===== src/rtl/ltsm_pkg.sv =====
// ltsm_pkg: shared state, pin-mux select and sideband opcode
// definitions for the link training state machine.
package ltsm_pkg;

    typedef enum logic [2:0] {
        ST_TRAINERROR = 3'd0,
        ST_RESET      = 3'd1,
        ST_SBINIT     = 3'd2,
        ST_MBINIT     = 3'd3,
        ST_MBTRAIN    = 3'd4,
        ST_LINKINIT   = 3'd5,
        ST_ACTIVE     = 3'd6
    } state_e;

    typedef enum logic [1:0] {
        SEL_Z    = 2'd0,
        SEL_DIS  = 2'd1,
        SEL_INIT = 2'd2,
        SEL_COMS = 2'd3
    } sel_e;

    typedef struct packed {
        sel_e sb_tx;
        sel_e sb_rx;
        sel_e mb_tx;
        sel_e mb_rx;
    } pin_sel_t;

    localparam logic [7:0] OPC_SBINIT_REQ  = 8'h01;
    localparam logic [7:0] OPC_SBINIT_DONE = 8'h02;

    function automatic pin_sel_t pin_sel(state_e st);
        pin_sel_t s;
        case (st)
            ST_RESET:    s = '{SEL_DIS, SEL_INIT, SEL_Z, SEL_INIT};
            ST_SBINIT:   s = '{SEL_COMS, SEL_COMS, SEL_Z, SEL_INIT};
            ST_MBINIT,
            ST_MBTRAIN:  s = '{SEL_COMS, SEL_COMS, SEL_INIT, SEL_INIT};
            ST_LINKINIT,
            ST_ACTIVE:   s = '{SEL_COMS, SEL_COMS, SEL_COMS, SEL_COMS};
            default:     s = '{SEL_DIS, SEL_Z, SEL_Z, SEL_Z};
        endcase
        return s;
    endfunction

endpackage


===== src/rtl/ltsm_sb_msg_if.sv =====
// ltsm_sb_msg_if: sideband TX valid/ack register plus sticky
// flags for acked own messages and received partner messages.
module ltsm_sb_msg_if
    import ltsm_pkg::*;
(
    input  logic        clk_i,
    input  logic        rst_ni,
    input  logic        clr_i,
    input  logic        rx_en_i,
    input  logic        send_i,
    input  logic [7:0]  tx_opc_i,
    input  logic [7:0]  tx_state_i,
    output logic [63:0] sb_tx_msg_o,
    output logic        sb_tx_valid_o,
    input  logic        sb_tx_ack_i,
    input  logic        rx_valid_i,
    input  logic [7:0]  rx_opc_i,
    output logic        req_acked_o,
    output logic        done_acked_o,
    output logic        rx_req_o,
    output logic        rx_done_o
);

    logic [63:0] msg_q, msg_d;
    logic        valid_q, valid_d;
    logic        req_ack_q, req_ack_d;
    logic        done_ack_q, done_ack_d;
    logic        rx_req_q, rx_req_d;
    logic        rx_done_q, rx_done_d;
    logic        xfer;

    assign xfer = valid_q && sb_tx_ack_i;

    always_comb begin
        msg_d      = msg_q;
        valid_d    = valid_q;
        req_ack_d  = req_ack_q;
        done_ack_d = done_ack_q;
        rx_req_d   = rx_req_q;
        rx_done_d  = rx_done_q;
        // Leaving the state aborts any pending message outright
        if (clr_i) begin
            valid_d    = 1'b0;
            req_ack_d  = 1'b0;
            done_ack_d = 1'b0;
            rx_req_d   = 1'b0;
            rx_done_d  = 1'b0;
        end else begin
            if (xfer) begin
                valid_d = 1'b0;
                if (msg_q[7:0] == OPC_SBINIT_REQ)
                    req_ack_d = 1'b1;
                if (msg_q[7:0] == OPC_SBINIT_DONE)
                    done_ack_d = 1'b1;
            end else if (send_i && !valid_q) begin
                valid_d = 1'b1;
                msg_d   = {48'd0, tx_state_i, tx_opc_i};
            end
            if (rx_en_i && rx_valid_i) begin
                if (rx_opc_i == OPC_SBINIT_REQ)
                    rx_req_d = 1'b1;
                if (rx_opc_i == OPC_SBINIT_DONE)
                    rx_done_d = 1'b1;
            end
        end
    end

    always_ff @(posedge clk_i or negedge rst_ni) begin
        if (!rst_ni) begin
            msg_q      <= '0;
            valid_q    <= 1'b0;
            req_ack_q  <= 1'b0;
            done_ack_q <= 1'b0;
            rx_req_q   <= 1'b0;
            rx_done_q  <= 1'b0;
        end else begin
            msg_q      <= msg_d;
            valid_q    <= valid_d;
            req_ack_q  <= req_ack_d;
            done_ack_q <= done_ack_d;
            rx_req_q   <= rx_req_d;
            rx_done_q  <= rx_done_d;
        end
    end

    assign sb_tx_msg_o   = msg_q;
    assign sb_tx_valid_o = valid_q;
    assign req_acked_o   = req_ack_q;
    assign done_acked_o  = done_ack_q;
    assign rx_req_o      = rx_req_q;
    assign rx_done_o     = rx_done_q;

endmodule


===== src/rtl/ltsm_ctrl.sv =====
// ltsm_ctrl: link training state machine sequencing sideband init,
// mainband init/train and link init, with per-state timeout.
module ltsm_ctrl
    import ltsm_pkg::*;
#(
    parameter int NUM_MB_LANES   = 16,
    parameter int NUM_MB_CLK     = 2,
    parameter int TIMEOUT_CYCLES = 800000
) (
    input  logic                    clk_100MHz,
    input  logic                    reset_n,
    input  logic                    enable_i,
    input  logic                    start_LT_i,
    output logic [63:0]             sb_tx_msg_o,
    output logic                    sb_tx_valid_o,
    input  logic                    sb_tx_ack_i,
    input  logic [63:0]             sb_rx_msg_i,
    input  logic                    sb_rx_valid_i,
    input  logic                    mbinit_done_i,
    input  logic                    mbtrain_done_i,
    input  logic [NUM_MB_LANES-1:0] lane_fail_i,
    input  logic                    linkinit_done_i,
    output logic [1:0]              sb_tx_sel_o,
    output logic [1:0]              sb_rx_sel_o,
    output logic [1:0]              mb_tx_sel_o,
    output logic [1:0]              mb_rx_sel_o,
    output logic [NUM_MB_LANES-1:0] lane_en_o,
    output logic [2:0]              state_o,
    output logic                    link_up_o
);

    localparam int H  = NUM_MB_LANES / 2;
    localparam int CW = $clog2(TIMEOUT_CYCLES + 1);
    localparam logic [NUM_MB_LANES-1:0] LoMask =
        {{H{1'b0}}, {H{1'b1}}};
    localparam logic [NUM_MB_LANES-1:0] HiMask = ~LoMask;

    state_e                  state_q, state_d;
    logic [CW-1:0]           cnt_q, cnt_d;
    logic [NUM_MB_LANES-1:0] lane_en_q, lane_en_d;
    logic counted, timeout, fail_lo, fail_hi, state_chg;
    logic req_acked, done_acked, rx_req, rx_done, send;
    logic [7:0] tx_opc;
    pin_sel_t sel;
    logic unused_ok;

    assign unused_ok = ^{sb_rx_msg_i[63:8], (NUM_MB_CLK > 0)};

    assign counted = state_q inside {ST_SBINIT, ST_MBINIT,
                                     ST_MBTRAIN, ST_LINKINIT};
    assign timeout = counted && (cnt_q == CW'(TIMEOUT_CYCLES - 1));
    assign fail_lo = |lane_fail_i[H-1:0];
    assign fail_hi = |lane_fail_i[NUM_MB_LANES-1:H];
    assign state_chg = (state_d != state_q);

    always_comb begin
        state_d = state_q;
        if (!enable_i) begin
            state_d = ST_RESET;
        end else if (timeout) begin
            state_d = ST_TRAINERROR;
        end else begin
            unique case (state_q)
                ST_RESET:
                    if (start_LT_i) state_d = ST_SBINIT;
                ST_SBINIT:
                    if (done_acked && rx_done) state_d = ST_MBINIT;
                ST_MBINIT:
                    if (mbinit_done_i) state_d = ST_MBTRAIN;
                ST_MBTRAIN:
                    if (mbtrain_done_i)
                        state_d = (fail_lo && fail_hi) ?
                                  ST_TRAINERROR : ST_LINKINIT;
                ST_LINKINIT:
                    if (linkinit_done_i) state_d = ST_ACTIVE;
                ST_ACTIVE:
                    state_d = ST_ACTIVE;
                ST_TRAINERROR:
                    if (!start_LT_i) state_d = ST_RESET;
                default:
                    state_d = ST_RESET;
            endcase
        end
    end

    always_comb begin
        cnt_d = '0;
        if (!state_chg && counted)
            cnt_d = cnt_q + 1'b1;
        lane_en_d = lane_en_q;
        // A failing half is dropped; the healthy half carries the link
        if (state_d == ST_RESET)
            lane_en_d = '1;
        else if (state_q == ST_MBTRAIN && state_d == ST_LINKINIT)
            lane_en_d = fail_hi ? LoMask : (fail_lo ? HiMask : '1);
    end

    always_ff @(posedge clk_100MHz or negedge reset_n) begin
        if (!reset_n) begin
            state_q   <= ST_RESET;
            cnt_q     <= '0;
            lane_en_q <= '1;
        end else begin
            state_q   <= state_d;
            cnt_q     <= cnt_d;
            lane_en_q <= lane_en_d;
        end
    end

    assign send = (state_q == ST_SBINIT) &&
                  (!req_acked || (rx_req && !done_acked));
    assign tx_opc = req_acked ? OPC_SBINIT_DONE : OPC_SBINIT_REQ;

    ltsm_sb_msg_if u_sb_msg (
        .clk_i         (clk_100MHz),
        .rst_ni        (reset_n),
        .clr_i         (state_chg),
        .rx_en_i       (state_q == ST_SBINIT),
        .send_i        (send),
        .tx_opc_i      (tx_opc),
        .tx_state_i    ({5'd0, state_q}),
        .sb_tx_msg_o   (sb_tx_msg_o),
        .sb_tx_valid_o (sb_tx_valid_o),
        .sb_tx_ack_i   (sb_tx_ack_i),
        .rx_valid_i    (sb_rx_valid_i),
        .rx_opc_i      (sb_rx_msg_i[7:0]),
        .req_acked_o   (req_acked),
        .done_acked_o  (done_acked),
        .rx_req_o      (rx_req),
        .rx_done_o     (rx_done)
    );

    assign sel         = pin_sel(state_q);
    assign sb_tx_sel_o = sel.sb_tx;
    assign sb_rx_sel_o = sel.sb_rx;
    assign mb_tx_sel_o = sel.mb_tx;
    assign mb_rx_sel_o = sel.mb_rx;
    assign lane_en_o   = lane_en_q;
    assign state_o     = state_q;
    assign link_up_o   = (state_q == ST_ACTIVE);

endmodule


===== config.mk =====
export PLATFORM = sky130hd
export DESIGN_NAME = ltsm_ctrl
export DESIGN_NICKNAME = d
export VERILOG_FILES = /design/src/rtl/ltsm_pkg.sv /design/src/rtl/ltsm_sb_msg_if.sv /design/src/rtl/ltsm_ctrl.sv
export SDC_FILE = /design/constraint.sdc
export NUM_CORES = 1
export LEC_CHECK = 0
export ABC_CLOCK_PERIOD_IN_PS = 2800
export CAP_MARGIN = 20
export CORE_UTILIZATION = 35
export DETAILED_ROUTE_END_ITERATION = 16
export PLACE_DENSITY_LB_ADDON = 0.25
export SLEW_MARGIN = 25
export SYNTH_ARGS = -nofsm -noshare
export SYNTH_HDL_FRONTEND = slang
export SYNTH_SLANG_ARGS = --single-unit

===== constraint.sdc =====
create_clock -name clk_100MHz -period 2.8 [get_ports clk_100MHz]
set_input_delay 0.28 -clock clk_100MHz [delete_from_list [all_inputs] [get_ports clk_100MHz]]
set_output_delay 0.28 -clock clk_100MHz [all_outputs]
set_load 0.05 [all_outputs]

==> impl_metrics.json <==
{
  "layout_setup_ws_ns": 0.225,
  "cts_buffers": 5,
  "nNetsFinal": 442,
  "cts_max_level": 2,
  "setup-violations-final": 0,
  "ys_ff_latch": 35,
  "p_per_area_mw_per_mm2": 510,
  "async_flop_share_pct": 100,
  "critPathLaunchType": "flip-flop",
  "status": "complete, no violations",
  "final_hold_viol_count": 0,
  "via_count": 2055,
  "tightest_slew_ns": 0.505,
  "die_y_um": 91.8,
  "slew_viol_final": 0,
  "finalSetupTns_ns": 0,
  "synth_edf_count": 0,
  "min_period_over_period_pct": 92.0,
  "synth_seq_area_share_pct": 31.1,
  "grt_pass1_wl_um": 8710,
  "port_buffers": 65,
  "crit_type": "reg -> reg",
  "cp.required_ns": 2.96,
  "io_pins": 182,
  "drt_pass1_iterations": 6,
  "dpl.hpwl_um": 3920,
  "die_w_um": 91.8,
  "nFillCells": 757,
  "rows": 32,
  "ir_drop_mv": 0.206,
  "grt_usage_pct": 12.8,
  "yosys_warnings": 0,
  "cts_tree": "yes",
  "via_per_inst": 4.54,
  "avgSynthCellArea_um2": 9.41,
  "wl_per_cell_um": 11.9,
  "dieArea_mm2": 0.00843,
  "clockBufferDepth": 2,
  "end_kind": "flip-flop",
  "ys.flop_type": "dfrtp_1",
  "clock-root-buffer": "clkbuf_8",
  "timing.fmax_mhz": 388,
  "place_congestion": 0.790,
  "ant_nets": 0,
  "cts.sinks": 35,
  "cap_violations": 0,
  "gr-total-overflow": 0,
  "drtIter0Drc": 105,
  "slew_headroom_pct": 66.2,
  "synth_cells": 300,
  "totalWireLength_um": 5390,
  "crit_arrival_ns": 2.74,
  "final_cell_mix": "65 x clkdlybuf4s50_1, 60 x conb_1, 31 x dfrtp_1, 18 x nand2_1, 14 x nor2_1",
  "ys_types": 55,
  "clock_latency_ns": 0.29,
  "hold_class": "in -> async",
  "fin_area_mm2": 0.00335,
  "fin_crit_ns": 2.58,
  "route.detailed.drc": 0,
  "antenna_cells": 0,
  "crit_fanout": 25,
  "core_mm2": 0.00777,
  "fin_skew_ns": 0.00491,
  "grt_max_degree": 36,
  "grt_pass1_vias": 1797,
  "preCtsSetupSlack_ns": 0.243,
  "cts_hold_buf": 0,
  "placed_area_mm2": 0.00323,
  "layout_commonest_cell": "clkdlybuf4s50_1",
  "clk_pin_slew_ns": 0.08,
  "cts_setup_buffers": 0,
  "syn-cell-area_mm2": 0.00282,
  "post_cts_resized": 0,
  "rsz0062_at_grt": "false",
  "syn_to_final_growth_pct": 18.6,
  "leakagePower_nw": 1.38,
  "antenna_found_initial": 0,
  "start_util_pct": 36.4,
  "drive_above_1_share_pct": 14.2
}
-- cell type report --
cell class	instances	area (µm²)	area share, %
multi-input combinational	225	1450	43.3
sequential	35	881	26.3
timing repair buffer	73	736	22.0
tap	102	128	3.81
clock buffer	5	68.8	2.06
clock inverter	3	47.5	1.42
inverter	10	37.5	1.12
-- through the flow --
stage                     power [W]  hold WS [ns]  util, %  std cells
after floorplan             0.00116       -0.0156        -        358
after global placement      0.00125         0.462     41.6        445
after detailed placement    0.00125         0.463     41.6        445
after CTS                   0.00172         0.413     43.1        453
after global routing        0.00179         0.470     43.1        453
final                       0.00171         0.396     43.1        453
-- kinds of logic (layout without fill, tap and decap cells) --
kind of cell	Yosys count	count (layout)	share of synthesized area, %
xor+xnor	19	19	5.89
flops	35	35	31.1
mux	3	3	1.15
simple gates	113	113	26.7
fa+ha+maj	3	3	1.33
buf+inv	98	91	25.5
compound gates	27	27	8.06
other cells	2	60	0.266
-- sequential cells by signal (all words and copies together), names as in the netlist --
name and count:
u_sb_msg.sb_tx_msg_o 5, u_sb_msg.done_acked_o 1, u_sb_msg.req_acked_o 1, state_o 3, u_sb_msg.sb_tx_valid_o 1, lane_en_o 2, cnt_q 20, u_sb_msg.rx_req_o 1
u_sb_msg.rx_done_o 1
-- final timing paths --
path / from / endpoint / slack (ns) / depth (start not counted)
max in group asynchronous: reset_n / state_o[0]$_DFF_PN1_ / 2.05 / 2
worst max register to register: state_o[2]$_DFF_PN0_ / cnt_q[3]$_DFF_PN0_ / 0.22 / 9
worst max-delay path: state_o[2]$_DFF_PN0_ / cnt_q[3]$_DFF_PN0_ / 0.22 / 9
min in group clk_100MHz: u_sb_msg.sb_tx_msg_o[9]$_DFFE_PN0P_ / u_sb_msg.sb_tx_msg_o[9]$_DFFE_PN0P_ / 0.48 / 1
worst min-delay path: reset_n / cnt_q[18]$_DFF_PN0_ / 0.40 / 2
worst min register to register: u_sb_msg.sb_tx_msg_o[9]$_DFFE_PN0P_ / u_sb_msg.sb_tx_msg_o[9]$_DFFE_PN0P_ / 0.48 / 1
-- cells in the mapped netlist, drive strengths merged, types with 2 or more instances --
| cell | instances | share of area [%] |
|---|---|---|
| nor3b | 5 | 1.3 |
| and3b | 2 | 0.66 |
| nand3 | 8 | 1.4 |
| and3 | 2 | 0.44 |
| and4 | 2 | 0.66 |
| nand2 | 18 | 2.4 |
| clkbuf | 2 | 0.31 |
| nand2b | 7 | 1.6 |
| buf | 84 | 23 |
| xnor2 | 7 | 2.2 |
| dfrtp | 32 | 28 |
| nor4b | 4 | 1.5 |
| a41oi | 2 | 0.62 |
| nor2b | 3 | 0.66 |
| dfstp | 3 | 2.8 |
| xor2 | 12 | 3.7 |
| inv | 10 | 1.3 |
| nor3 | 9 | 1.6 |
| dlygate4sd3 | 2 | 0.71 |
| or2 | 3 | 0.66 |
| nor4 | 24 | 8.7 |
| or3 | 2 | 0.62 |
| conb | 2 | 0.27 |
| a32oi | 4 | 1.5 |
| nor2 | 14 | 1.9 |
| a21oi | 8 | 1.4 |
| nand4 | 6 | 1.3 |
| ha | 3 | 1.3 |
| o22ai | 2 | 0.44 |
| and4b | 2 | 0.75 |
| mux2 | 2 | 0.80 |
| o21ai | 3 | 0.93 |
-- layer usage --
metal	track usage, %	routed length, µm	vias to the layer above
li1	-	-	1011
met1	16.7	2440	972
met2	20.9	2620	66
met3	3.23	276	6
met4	3.91	57	0
met5	0	0	-
-- power breakdown --
group          switching (W)  leakage [nW]  internal (W)  total [W]
registers          0.0000114         0.471      0.000520   0.000531
clock network       0.000201        0.0587      0.000270   0.000471
logic               0.000508         0.851      0.000197   0.000705
total               0.000721          1.38      0.000986    0.00171
-- critical path, cell delays in order (launching register included) --
cell and delay (ns):
dfrtp_1 0.35, buf_4 0.22, inv_1 0.13, ha_1 0.22
o41a_2 0.54, o21ai_2 0.13, mux2_1 0.36, o21ai_2 0.18
buf_12 0.22, nor4_1 0.09
No activity file was read; power rests on OpenSTA's default activity.
